`src/rtl/fetch_ctrl.sv`:
```
// fetch_ctrl: PC sequencer with read-latency tracking and a show-ahead
// instruction buffer between the instruction memory and decode.
module fetch_ctrl #(
  parameter logic [31:0] RESET_PC   = 32'h0000_0000,
  parameter int          FIFO_DEPTH = 4,
  parameter int          LATENCY    = 2
) (
  input  logic        clk,
  input  logic        rst_n,
  output logic [29:0] imem_index,
  output logic        imem_en,
  input  logic [31:0] imem_rdata,
  input  logic        imem_rvalid,
  input  logic        redirect_valid,
  input  logic [31:0] redirect_pc,
  input  logic        halt,
  output logic        out_valid,
  input  logic        out_ready,
  output logic [31:0] out_instr,
  output logic [31:0] out_pc,
  output logic        err
);
  localparam int AW = $clog2(FIFO_DEPTH);
  localparam int CW = $clog2(FIFO_DEPTH + LATENCY + 1);

  typedef enum logic [1:0] {
    S_BOOT,
    S_RUN,
    S_HALT
  } state_t;

  state_t        r_state;
  logic [31:0]   r_pc;
  logic          r_issued [LATENCY];
  logic          r_live   [LATENCY];
  logic [31:0]   r_spc    [LATENCY];
  logic [31:0]   r_fpc    [FIFO_DEPTH];
  logic [31:0]   r_finstr [FIFO_DEPTH];
  logic [AW-1:0] r_rd;
  logic [AW-1:0] r_wr;
  logic [CW-1:0] r_cnt;
  logic          r_err;

  logic [CW-1:0] w_inflight;
  logic          w_issue;
  logic          w_enq;
  logic          w_deq;
  logic          w_full;
  logic          w_ovf;
  logic          w_wr;
  logic          w_unused;

  always_comb begin
    w_inflight = '0;
    for (int i = 0; i < LATENCY; i++)
      w_inflight = w_inflight + CW'(r_issued[i]);
  end

  // Squashed slots keep their credit until the response retires.
  assign w_issue = (r_state == S_RUN) && !halt && !redirect_valid &&
                   ((w_inflight + r_cnt) < CW'(FIFO_DEPTH));
  assign w_full  = (r_cnt == CW'(FIFO_DEPTH));
  assign w_deq   = out_valid && out_ready && !redirect_valid;
  assign w_enq   = imem_rvalid && r_issued[LATENCY-1] &&
                   r_live[LATENCY-1] && !redirect_valid;
  assign w_ovf   = w_enq && w_full && !w_deq;
  assign w_wr    = w_enq && !w_ovf;
  assign w_unused = ^redirect_pc[1:0];

  assign imem_en    = w_issue;
  assign imem_index = r_pc[31:2];
  assign out_valid  = (r_cnt != '0);
  assign out_instr  = r_finstr[r_rd];
  assign out_pc     = r_fpc[r_rd];
  assign err        = r_err;

  always_ff @(posedge clk or negedge rst_n) begin
    if (!rst_n) begin
      r_state <= S_BOOT;
      r_pc    <= RESET_PC;
      r_err   <= 1'b0;
      for (int i = 0; i < LATENCY; i++) begin
        r_issued[i] <= 1'b0;
        r_live[i]   <= 1'b0;
        r_spc[i]    <= '0;
      end
    end else begin
      unique case (r_state)
        S_BOOT:  r_state <= halt ? S_HALT : S_RUN;
        S_RUN:   if (halt) r_state <= S_HALT;
        S_HALT:  if (!halt) r_state <= S_RUN;
        default: r_state <= S_BOOT;
      endcase
      if (redirect_valid)
        r_pc <= {redirect_pc[31:2], 2'b00};
      else if (w_issue)
        r_pc <= r_pc + 32'd4;
      if ((imem_rvalid != r_issued[LATENCY-1]) || w_ovf)
        r_err <= 1'b1;
      r_issued[0] <= w_issue;
      r_live[0]   <= w_issue;
      r_spc[0]    <= r_pc;
      for (int i = 1; i < LATENCY; i++) begin
        r_issued[i] <= r_issued[i-1];
        r_live[i]   <= r_live[i-1] && !redirect_valid;
        r_spc[i]    <= r_spc[i-1];
      end
    end
  end

  always_ff @(posedge clk or negedge rst_n) begin
    if (!rst_n) begin
      r_rd  <= '0;
      r_wr  <= '0;
      r_cnt <= '0;
      for (int i = 0; i < FIFO_DEPTH; i++) begin
        r_fpc[i]    <= '0;
        r_finstr[i] <= 32'h0000_0013;
      end
    end else if (redirect_valid) begin
      r_rd  <= '0;
      r_wr  <= '0;
      r_cnt <= '0;
    end else begin
      if (w_wr) begin
        r_fpc[r_wr]    <= r_spc[LATENCY-1];
        r_finstr[r_wr] <= imem_rdata;
        r_wr           <= r_wr + AW'(1);
      end
      if (w_deq)
        r_rd <= r_rd + AW'(1);
      r_cnt <= r_cnt + CW'(w_wr) - CW'(w_deq);
    end
  end

endmodule
```
`config.mk`:
```
export PLATFORM = sky130hd
export DESIGN_NAME = fetch_ctrl
export DESIGN_NICKNAME = d
export VERILOG_FILES = /design/src/rtl/fetch_ctrl.sv
export SDC_FILE = /design/constraint.sdc
export NUM_CORES = 1
export LEC_CHECK = 0
export ABC_CLOCK_PERIOD_IN_PS = 3050
export CAP_MARGIN = 0
export CORE_MARGIN = 2
export CORE_UTILIZATION = 40
export CTS_CLUSTER_DIAMETER = 60
export DETAILED_ROUTE_END_ITERATION = 6
export PLACE_DENSITY_LB_ADDON = 0.2
export SYNTH_ARGS = -nofsm -noshare
export SYNTH_HDL_FRONTEND = slang
export SYNTH_SLANG_ARGS = --single-unit
```
`constraint.sdc`:
```
create_clock -name clk -period 3.05 [get_ports clk]
set_input_delay 0.305 -clock clk [delete_from_list [all_inputs] [get_ports clk]]
set_output_delay 0.305 -clock clk [all_outputs]
set_load 0.05 [all_outputs]
```
# After elaboration in Yosys (flattened, before gate mapping)
# Cells that the tools add are included.
classes:
  n_mux: 21
  reduce_logical: 25
  eq_ne: 6
  magnitude_cmp: 4
  bitwise_logic: 3
  n_addsub: 7
op_table:
  columns: ["op", "n"]
  rows:
  - ["bitwise mux 128 bit", 2]
  - ["two-way mux 32 bit", 7]
  - ["binary-select mux 32 bit (select 2 bit)", 2]
  - ["demux 32 bit (select 2 bit)", 1]
  - ["adder 32 x 3 -> 32 bit (second input constant)", 1]
  - ["two-way mux 2 bit", 7]
  - ["logical AND 1 bit", 13]
  - ["greater-or-equal comparator 3 bit (second input constant)", 2]
  - ["NOT 2 -> 3 bit", 2]
  - ["one-hot mux 2 bit (3 select lines)", 1]
  - ["nonzero test 2 bit", 3]
  - ["adder 2 x 1 -> 2 bit (second input constant)", 2]
  - ["zero test 1 bit", 4]
  - ["inequality test 2 bit (second input constant)", 2]
  - ["AND reduction 2 bit", 2]
  - ["adder 2 x 3 -> 3 bit", 1]
  - ["adder 3 x 1 -> 3 bit", 1]
  - ["equality test 3 bit (second input constant)", 1]
  - ["less-than comparator 3 x 1 -> 1 bit (second input constant)", 1]
  - ["less-than comparator 3 bit (second input constant)", 1]
  - ["two-way mux 3 bit", 1]
  - ["nonzero test 3 bit", 1]
  - ["subtractor 3 x 1 -> 3 bit", 1]
  - ["adder 1 x 1 -> 2 bit", 1]
  - ["other kinds (6)", 6]
totals:
  register_bits: 365
  input_bits: 70
  out_inout_bits: 97
  elab_cells: 85

# Logic depth before layout (Yosys ltp)
# Gate-level depths: netlist of run 1.
depth:
  depth_word: 10
  ltp_mapped: 12
  ltp_nobuf: 11

# Least setup slack after synthesis of run 1
# No wires, ideal clock.
synth_timing:
  path_kind: "register -> output"
  from: "register, netlist name r_live[1]"
  to: "output port imem_en"
  required_ns: 2.745
  n_path_buf: 2
  path_stages_with_launch: 7
  slack_ns: 0.158
  arrival_ns: 2.587
  path_cell_list: "dfrtp_1 ha_1 a21o_2 a22o_2 clkbuf_1 clkbuf_1 nor3_1"
synth_lines:
  columns: ["element", "line", "text"]
  rows:
  - ["to (decl)", "11", "output logic imem_en,"]

# Final worst setup path of run 1
layout_timing:
  from: "register r_rd[0]"
  to: "output port out_pc[10]"
layout_via:
  elab_chain_len: 4
layout_lines:
  columns: ["element", "line", "text"]
  rows:
  - ["from (decl)", "39", "logic [AW-1:0] r_rd;"]
  - ["from (signal assigned)", "131", "r_rd <= r_rd + AW'(1);"]
  - ["NOT 2 -> 3 bit (implied by the code)", "74", "assign out_pc = r_fpc[r_rd];"]
  - ["binary-select mux 32 bit (select 2 bit)", "74", null]
  - ["two-way mux 32 bit (implied by the code) (2 in a row)", "74", null]
  - ["to (decl)", "20", "output logic [31:0] out_pc,"]
# No other way between the ends. The select of a mux whose other input is x is not followed.

==> flow_summary_export.csv, run 1 <==
group,metric,value,unit
run_status,status,"finished clean",
yosys,yosys_most_used_dff,"dfrtp_1",
power,p_sw_share,25.8,%
power,power.internal,8.10,mW
yosys,syn_inst,972,
flow_run,maxCapViolCount,0,
drt,viasPerCell,5.41,
sta,finalSetupViolCount,0,
global_route,grt_pass1_vias,9391,
setup_path,path_buf_inv,2,
setup_path,reg2reg_to,"r_cnt[2]$_DFF_PN0_",
drt,post_drt_wl_per_cell,20.2,µm
yosys,synthArstFlopShare,100,%
clock_network,cts_max_level,2,
setup_path,critPathKind,"reg -> out",
placement,io_buffers,162,
yosys,synth_area,0.0149,mm²
power,switchingPower,2.82,mW
hold_path,min_from,"redirect_pc[25]",
clock_network,cts_root_buffer,"clkbuf_16",
yosys,synth_top_area_share,56.8,%
sta,tightestPinTransition,0.617,ns
drt,drt_iter0_markers,312,
drt,drc,0,
clock_network,cts.sinks,351,
drt,vias,8930,
global_route,grt_pass1_wl,54.0,mm
setup_path,worst_path_max_delay_cell,"clkdlybuf4s50_1",
clock_network,clock_path_buffers,3,
power,p_leak,8.73,nW
yosys,synth_edf_count,0,
setup_path,arrival,2.64,ns
final_layout,layout-drive-gt1-share,37.1,%
yosys,yosysWarningCount,0,
final_layout,final_nets,1234,
clock_network,clk_pin_slew,0.06,ns
yosys,synth_cell_types,56,
die,ios,167,
die,rows,70,
power,ir_drop,0.000383,V
power,pwr-share-comb,11.8,%
final_layout,n_antenna_cell,0,
hold_path,min_path_cells,3,
yosys,synth-seq-cells,351,
global_route,grtUsageTotal,17.8,%
die,core_area,0.0367,mm²
sta,rsz0062_at_grt,"no",
setup_path,r2r_start,"r_cnt[1]$_DFF_PN0_",
power,power_frac_clock,42.6,%
sta,period_needed,2.94,ns
die,die_y,197,µm
yosys,synth-seq-area-share,58.9,%
die,die_x,197,µm
setup_path,worstSetupEndpointType,"primary output",
final_layout,design_area,0.0187,mm²
sta,post-route-period-util,96.5,%
sta,max_freq,340,MHz
yosys,postSynthAreaPerCell,15.4,µm²
hold_path,min_path_type,"in -> reg",
drt,postRouteAntennaNets,0,
global_route,gr-total-overflow,0,
setup_path,max_stage_delay,0.72,ns
yosys,synth_common_cells,"339 x dfrtp_1, 248 x mux2_2, 62 x mux4_2, 30 x nor2_1, 27 x buf_4",
setup_path,crit_fanout,40,
yosys,synth_most_common_cell,"dfrtp_1",
power,power_density,585,mW/mm²
setup_path,r2r_cells,10,
drt,wl,33.4,mm
power,p_seq_share,45.6,%
placement,hpwlAfterDp,21.2,mm
sta,timing.setup.tns,0,ns
global_route,grt_max_degree,75,
yosys,netlist_top_cells_area,"dfrtp_1 57%, mux2_2 19%, mux4_2 9.3%, dfstp_2 2.1%, buf_4 1.4%",
final_layout,utilization,50.9,%
setup_path,path_delay_family,"buffers and inverters",
die,die-area,0.0389,mm²
die,initial_utilization,40.7,%
hold_path,hold_end,"r_pc[25]$_DFFE_PN0N_",
global_route,antenna_found_initial,2,
setup_path,setup.worst_path.start_class,"flop",
yosys,synth_top_area_cell,"dfrtp_1",
setup_path,worstPathRequired,2.74,ns
setup_path,cp_cell_sequence,"buf_12 -> mux4_2 -> clkdlybuf4s50_1",
setup_path,reg2reg_slack,0.53,ns
clock_network,cts_buffers,40,
clock_network,clock_latency,0.53,ns
sta,skew,0.0237,ns
placement,gp_congestion,0.774,
placement,dpl_cell_area,0.0173,mm²
clock_network,cts_tree,"done",
drt,dr.pass1.iters,4,
sta,hold_violations,0,
final_layout,syn_to_final_growth,24.9,%
sta,max_slew_margin,58.7,%
sta,slew_violations,0,
-- metal layers --
metal	share of wire, %	vias to the layer above	GRT usage [%]
met5	0.084	-	0
li1	-	4019	-
met2	46	216	28.0
met4	1.7	4	4.12
met1	47	4635	25.5
met3	5.1	56	3.55
-- worst min-delay path: cells and delay by family --
family	cells	cell delay, ns
buffers and inverters	1	0.39
AND/OR/NAND/NOR	1	0.09
AO/OA/AOI/OAI	1	0.04
-- cells by family after synthesis --
logic type	after synthesis	share of synthesized area, %
simple gates	152	5.89
other cells	1	0.0251
mux	311	28.1
compound gates	73	3.30
buf+inv	70	2.68
flops	351	58.9
xor+xnor	4	0.234
fa+ha+maj	10	0.888
-- sequential cells by signal, summed over array words and instances (netlist names) --
name	flops
err	1
r_cnt	3
r_finstr	128
r_fpc	120
r_issued	1
r_live	2
r_pc	30
r_rd	2
r_spc	60
r_state	2
r_wr	2
-- repair_timing --
item	4_1_cts	5_1_grt
setup buffers	0	0
endpoints found under the setup margin	2	13
hold buffers	1	0
pin swaps	0	0
resized for setup	2	13
endpoints found under the hold margin	68	0
-- layout by cell type (no fill, tap or decap), types with 7 or more instances in the layout --
cell / Yosys / final
a31oi_1: 20 / 20
buf_12: 0 / 20
buf_4: 27 / 21
clkbuf_1: 20 / 12
clkbuf_16: 0 / 42
clkbuf_8: 2 / 7
clkdlybuf4s50_1: 0 / 142
dfrtp_1: 339 / 337
dfstp_2: 12 / 12
dlymetal6s2s_1: 0 / 12
ha_1: 9 / 9
inv_1: 9 / 9
mux2_2: 248 / 248
mux4_2: 62 / 62
nand2_1: 17 / 17
nand3_1: 25 / 25
nand4_1: 10 / 10
nor2_1: 30 / 30
nor2b_1: 13 / 13
o21ai_0: 15 / 15
o31ai_1: 15 / 15
or4_1: 25 / 25
-- power by group through the flow --
stage,clock network [mW],registers [mW],logic (mW)
after floorplan,0,5.13,0.651
after CTS,4.81,4.98,1.32
after global routing,5.00,5.00,1.41
final,4.65,4.98,1.29
after global placement,0,5.06,1.30
after detailed placement,0,5.06,1.31
-- how the worst max path moves through the flow --
stage                        startpoint                  to  cells after the start
global placement              out_ready  r_cnt[2]$_DFF_PN0_                     11
detailed placement            out_ready  r_cnt[2]$_DFF_PN0_                     11
global route        r_rd[0]$_DFFE_PN0P_       out_instr[26]                      3
finish              r_rd[0]$_DFFE_PN0P_          out_pc[10]                      3
CTS                 r_rd[0]$_DFFE_PN0P_          out_pc[20]                      3
floorplan           r_live[1]$_DFF_PN0_             imem_en                      6
-- metrics by stage --
stage	worst slack, ns	hold slack, ns	cells	total power [mW]
2_1_floorplan	0.158	0.00941	973	5.78
3_3_place_gp	0.261	0.326	1579	6.36
3_5_place_dp	0.256	0.334	1579	6.38
4_1_cts	0.00818	0.305	1651	11.1
5_1_grt	0.00195	0.326	1651	11.4
6_report	0.106	0.328	1651	10.9
-- cell type report --
| type | instances | area (µm²) |
|---|---|---|
| clock buffers | 61 | 1190 |
| fillers | 3115 | 18000 |
| clock inverters | 10 | 98.8 |
| well taps | 468 | 586 |
| flip-flops and latches | 351 | 8810 |
| inverters | 10 | 37.5 |
| multi-input cells | 552 | 5780 |
| repair buffers | 199 | 2170 |
Note: power is estimated with default switching activity, not from simulation.
==> inputs of run 2 (changes only) <==
--- a/config.mk
+++ b/config.mk
@@ -6,12 +6,13 @@
 export NUM_CORES = 1
 export LEC_CHECK = 0
 export ABC_CLOCK_PERIOD_IN_PS = 3050
-export CAP_MARGIN = 0
+export CAP_MARGIN = 20
 export CORE_MARGIN = 2
 export CORE_UTILIZATION = 40
 export CTS_CLUSTER_DIAMETER = 60
 export DETAILED_ROUTE_END_ITERATION = 6
 export PLACE_DENSITY_LB_ADDON = 0.2
+export SKIP_CTS_REPAIR_TIMING = 1
 export SYNTH_ARGS = -nofsm -noshare
 export SYNTH_HDL_FRONTEND = slang
 export SYNTH_SLANG_ARGS = --single-unit
==> flow_summary_export.csv, run 2 (same netlist as run 1, synthesis figures left out) <==
group,metric,value,unit
sta,skew,0.0237,ns
clock_network,cts_buffers,40,
drt,post_drt_wl_per_cell,20.2,µm
clock_network,cts.sinks,351,
hold_path,min_path_type,"in -> reg",
final_layout,final_common_cell,"dfrtp_1",
setup_path,path_delay_family,"buffers and inverters",
global_route,grt_max_degree,75,
sta,period_needed,2.94,ns
final_layout,reg_top3,"r_finstr (128), r_fpc (120), r_spc (60)",
die,die_y,197,µm
power,p_leak,8.76,nW
clock_network,cts_root_buffer,"clkbuf_16",
final_layout,n_antenna_cell,0,
die,rows,70,
setup_path,worstPathRequired,2.74,ns
die,die-area,0.0389,mm²
power,pwr-share-comb,11.8,%
placement,hpwlAfterDp,21.2,mm
global_route,grt_pass1_wl,54.0,mm
power,switchingPower,2.82,mW
sta,hold_ws,0.332,ns
power,p_sw_share,25.8,%
global_route,grt_pass1_vias,9391,
die,die_x,197,µm
power,power.internal,8.10,mW
hold_path,min_path_cells,3,
setup_path,cp_cell_sequence,"buf_12 -> mux4_2 -> clkdlybuf4s50_1",
setup_path,path_buf_inv,2,
sta,tightestPinTransition,0.617,ns
setup_path,max_stage_delay,0.72,ns
die,core_area,0.0367,mm²
setup_path,path_depth,3,
setup_path,arrival,2.64,ns
sta,post-route-period-util,96.5,%
setup_path,worst_path_max_delay_cell,"clkdlybuf4s50_1",
global_route,antenna_found_initial,2,
final_layout,layout_common_cells,"337 x dfrtp_1, 248 x mux2_2, 142 x clkdlybuf4s50_1",
sta,rsz0062_at_grt,"no",
drt,drc,0,
drt,viasPerCell,5.42,
global_route,grtUsageTotal,17.8,%
drt,drt_iter0_markers,318,
drt,wl,33.4,mm
drt,vias,8941,
run_status,status,"finished clean",
placement,io_buffers,162,
clock_network,cts_max_level,2,
setup_path,critPathKind,"reg -> out",
clock_network,clk_pin_slew,0.06,ns
power,ir_drop,0.000383,V
global_route,gr-total-overflow,0,
power,power_frac_clock,42.6,%
final_layout,final_nets,1234,
sta,hold_violations,0,
drt,postRouteAntennaNets,0,
sta,slew_violations,0,
sta,finalSetupViolCount,0,
clock_network,clock_path_buffers,3,
die,initial_utilization,40.7,%
flow_run,maxCapViolCount,0,
setup_path,setup.worst_path.start_class,"flop",
power,p_seq_share,45.6,%
clock_network,clock_latency,0.53,ns
final_layout,syn_to_final_growth,25.0,%
power,power_density,585,mW/mm²
final_layout,largest_register_ff_count,128,
sta,max_freq,340,MHz
setup_path,r2r_cells,10,
drt,dr.pass1.iters,4,
die,ios,167,
sta,max_slew_margin,58.7,%
clock_network,cts_tree,"done",
power,fin_total_pwr,10.9,mW
placement,gp_congestion,0.774,
setup_path,worstSetupEndpointType,"primary output",
final_layout,top_register,"r_finstr",
setup_path,crit_fanout,40,
final_layout,layout-drive-gt1-share,37.1,%
## run 2: worst paths after layout
path | slack, ns | startpoint | to
max in group asynchronous | 1.72 | rst_n | r_finstr[73]$_DFFE_PN0P_
worst min-delay path | 0.33 | redirect_pc[25] | r_pc[25]$_DFFE_PN0N_
worst min register to register | 0.35 | r_spc[36]$_DFF_PN0_ | r_spc[4]$_DFF_PN0_
worst max register to register | 0.53 | r_cnt[1]$_DFF_PN0_ | r_cnt[2]$_DFF_PN0_
worst max-delay path | 0.11 | r_rd[0]$_DFFE_PN0P_ | out_pc[10]
min in group asynchronous | 0.36 | rst_n | r_finstr[22]$_DFFE_PN0P_
## run 2: tightest hold or removal path: cells and delay by family
family	cells	cell delay, ns
and+or+nand+nor	1	0.09
AOI/OAI and AO/OA	1	0.05
buffers and inverters	1	0.39
## run 2: area by class of cell
cell class / count / area (µm²)
Sequential cell: 351 / 8810
Timing Repair Buffer: 199 / 2180
Multi-Input combinational cell: 552 / 5780
Fill cell: 3115 / 18000
Tap cell: 468 / 586
Clock inverter: 10 / 98.8
Clock buffer: 61 / 1190
Inverter: 10 / 37.5
## run 2: power by group through the flow
stage / registers (mW) / clock network [mW] / logic (mW)
final: 4.98 / 4.65 / 1.29
after global routing: 5.00 / 5.00 / 1.41
after CTS: 4.98 / 4.81 / 1.32
after detailed placement: 5.06 / 0 / 1.31
after global placement: 5.06 / 0 / 1.30
after floorplan: 5.13 / 0 / 0.651
## run 2: per-stage QoR
step / cell area (µm²) / instances / utilization (%) / setup slack (ns) / setup TNS (ns)
4_1_cts: 18600 / 1650 / 50.7 / -0.0214 / -0.0239
6_report: 18700 / 1651 / 50.9 / 0.106 / 0
3_3_place_gp: 17300 / 1579 / 47.2 / 0.261 / 0
2_1_floorplan: 14900 / 973 / - / 0.158 / 0
3_5_place_dp: 17300 / 1579 / 47.2 / 0.256 / 0
5_1_grt: 18700 / 1651 / 50.9 / 0.00195 / 0
## run 2: layer usage
layer | GRT usage, % | vias up | routed length, µm
li1 | - | 4016 | -
met1 | 25.5 | 4648 | 15500
met2 | 28.0 | 217 | 15500
met3 | 3.55 | 56 | 1760
met4 | 4.12 | 4 | 576
met5 | 0 | - | 28
==> inputs of run 3 (changes only) <==
--- a/config.mk
+++ b/config.mk
@@ -5,12 +5,14 @@
 export SDC_FILE = /design/constraint.sdc
 export NUM_CORES = 1
 export LEC_CHECK = 0
+export ABC_AREA = 1
 export ABC_CLOCK_PERIOD_IN_PS = 3050
 export CAP_MARGIN = 20
 export CORE_MARGIN = 2
 export CORE_UTILIZATION = 40
 export CTS_CLUSTER_DIAMETER = 60
 export DETAILED_ROUTE_END_ITERATION = 6
+export HOLD_SLACK_MARGIN = 0.08
 export PLACE_DENSITY_LB_ADDON = 0.2
 export SKIP_CTS_REPAIR_TIMING = 1
 export SYNTH_ARGS = -nofsm -noshare
==> flow_summary_export.csv, run 3 <==
group,metric,value,unit
run_status,status,"finished clean",
global_route,grt_max_degree,128,
die,rows,72,
final_layout,layout-drive-gt1-share,9.49,%
flow_run,maxCapViolCount,0,
clock_network,cts_buffers,41,
sta,period_needed,2.78,ns
power,switchingPower,4.03,mW
yosys,synth_edf_count,0,
final_layout,layoutNonFillerInstCount,2583,
placement,dpl_cell_area,0.0181,mm²
sta,timing.setup.tns,0,ns
placement,io_buffers,162,
setup_path,worstSetupEndpointType,"primary output",
yosys,syn_inst,1919,
final_layout,top_register,"r_finstr",
yosys,synth_top_area_share,53.8,%
drt,vias,13473,
setup_path,max_stage_delay,0.58,ns
yosys,synth-seq-area-share,55.8,%
drt,drc,0,
global_route,grtUsageTotal,22.4,%
sta,max_slew_margin,54.2,%
yosys,synth_most_common_cell,"nand2_1",
setup_path,worst_path_max_delay_cell,"dfrtp_2",
final_layout,reg_top3,"r_finstr (128), r_fpc (120), r_spc (60)",
die,initial_utilization,40.7,%
drt,wl,45.6,mm
hold_path,min_path_type,"in -> reg",
final_layout,syn_to_final_growth,23.8,%
final_layout,layout_common_cells,"660 x nand2_1, 347 x o21ai_0, 337 x dfrtp_1",
sta,finalSetupViolCount,0,
yosys,synth_area,0.0158,mm²
power,power_density,659,mW/mm²
die,die_y,202,µm
die,core_area,0.0387,mm²
placement,gp_congestion,0.852,
power,power_frac_clock,38.8,%
setup_path,arrival,2.47,ns
setup_path,cp_cell_sequence,"inv_2 -> buf_4 -> o21ai_0 -> o22ai_1 -> buf_12",
drt,postRouteAntennaNets,0,
drt,post_drt_wl_per_cell,17.6,µm
setup_path,path_buf_inv,3,
global_route,grt_pass1_vias,13245,
final_layout,design_area,0.0195,mm²
clock_network,clock_path_buffers,3,
yosys,yosysWarningCount,0,
sta,slew_violations,0,
setup_path,path_delay_family,"buffers and inverters",
final_layout,final_nets,2114,
power,p_sw_share,31.3,%
clock_network,clk_pin_slew,0.06,ns
final_layout,utilization,50.3,%
yosys,netlist_top_cells_area,"dfrtp_1 54%, nand2_1 16%, o21ai_0 11%, nor2_1 4.0%, o22ai_1 2.5%",
placement,dp.cells,2508,
die,ios,167,
setup_path,critPathKind,"reg -> out",
power,ir_drop,0.000314,V
final_layout,n_antenna_cell,0,
clock_network,cts_max_level,2,
yosys,synth_cell_types,32,
setup_path,setup.worst_path.start_class,"flop",
yosys,synth_common_cells,"660 x nand2_1, 347 x o21ai_0, 339 x dfrtp_1, 169 x nor2_1, 72 x nand3_1",
sta,skew,0.0197,ns
final_layout,final_common_cell,"nand2_1",
drt,drt_iter0_markers,908,
yosys,synthArstFlopShare,100,%
setup_path,worstPathRequired,2.74,ns
global_route,grt_pass1_wl,73.4,mm
power,power.internal,8.83,mW
final_layout,num-fill-cells,3699,
clock_network,clock_latency,0.54,ns
clock_network,cts_root_buffer,"clkbuf_16",
setup_path,reg2reg_slack,0.71,ns
sta,hold_ws,0.325,ns
global_route,gr-total-overflow,0,
sta,max_freq,360,MHz
yosys,synth_top_area_cell,"dfrtp_1",
clock_network,cts.sinks,351,
die,die_x,202,µm
drt,viasPerCell,5.22,
yosys,yosys_most_used_dff,"dfrtp_1",
power,p_leak,10.1,nW
sta,tightestPinTransition,0.687,ns
yosys,postSynthAreaPerCell,8.21,µm²
yosys,synth-seq-cells,351,
setup_path,crit_fanout,33,
drt,dr.pass1.iters,5,
sta,hold_violations,0,
power,pwr-share-comb,22.2,%
clock_network,cts_tree,"done",
placement,hpwlAfterDp,26.3,mm
global_route,antenna_found_initial,1,
die,die-area,0.0410,mm²
final_layout,seqCellArea,0.00880,mm²
final_layout,multiInputGateArea,0.00618,mm²
final_layout,largest_register_ff_count,128,
sta,rsz0062_at_grt,"no",
sta,post-route-period-util,91.0,%
power,p_seq_share,39.0,%
-- run 3: changes by cell type after synthesis, moves of 49 or more --
| cell | change |
|---|---|
| o21ai_0 | +332 |
| mux4_2 | -62 |
| nand2_1 | +643 |
| mux2_2 | -248 |
| nor2_1 | +139 |
| o22ai_1 | +62 |
| clkbuf_1 | +49 |
-- run 3: final timing paths --
check	depth (start not counted)	startpoint	to
max in group asynchronous	3	rst_n	r_finstr[50]$_DFFE_PN0P_
max	5	r_rd[1]$_DFFE_PN0P_	out_pc[24]
min reg2reg	0	r_spc[59]$_DFF_PN0_	r_spc[27]$_DFF_PN0_
min	3	redirect_pc[14]	r_pc[14]$_DFFE_PN0N_
max reg2reg	11	r_issued[0]$_DFF_PN0_	r_cnt[2]$_DFF_PN0_
min in group asynchronous	2	rst_n	r_fpc[6]$_DFFE_PN0P_
-- run 3: routing by layer --
layer / global-route usage [%] / vias to the layer above / share of wire, %
met2: 36.2 / 432 / 47
met1: 31.2 / 6496 / 45
met5: 0 / - / 0.031
li1: - / 6481 / -
met3: 3.63 / 62 / 6.4
met4: 6.44 / 2 / 1.9
-- run 3: kinds of logic (layout without fill, tap and decap cells) --
logic type      count (synthesis)  count (layout)  synth area share, %
compound gates                451             451                 14.9
xor+xnor                        8               8                0.445
fa+ha+maj                      10              10                0.842
buf+inv                       184             329                 5.08
flops                         351             351                 55.8
other cells                     1               2               0.0238
simple gates                  914             914                 22.8
-- run 3: layout make-up --
type	count	share of cell area, %
Sequential cell	351	45.1
Multi-Input combinational cell	1385	31.7
Inverter	57	1.10
Clock buffer	59	6.02
Clock inverter	15	1.03
Timing Repair Buffer	198	11.7
Tap cell	518	3.32
-- run 3: worst min-delay path, stage by stage --
cell	delay [ns]
clkdlybuf4s50_1	0.39
nand2_1	0.06
nand3_1	0.07
-- run 3: power by group through the flow --
stage / Combinational, mW / Sequential [mW] / Clock [mW]
2_1_floorplan: 1.50 / 5.17 / 0
3_3_place_gp: 2.86 / 5.09 / 0
3_5_place_dp: 2.86 / 5.09 / 0
4_1_cts: 2.88 / 5.01 / 5.12
5_1_grt: 3.05 / 5.03 / 5.30
6_report: 2.86 / 5.01 / 4.99
-- run 3: through the flow --
stage	total power, mW	setup slack, ns
global route	13.4	0.213
CTS	13.0	0.215
floorplan	6.68	0.671
finish	12.9	0.273
global placement	7.95	0.292
detailed placement	7.96	0.256
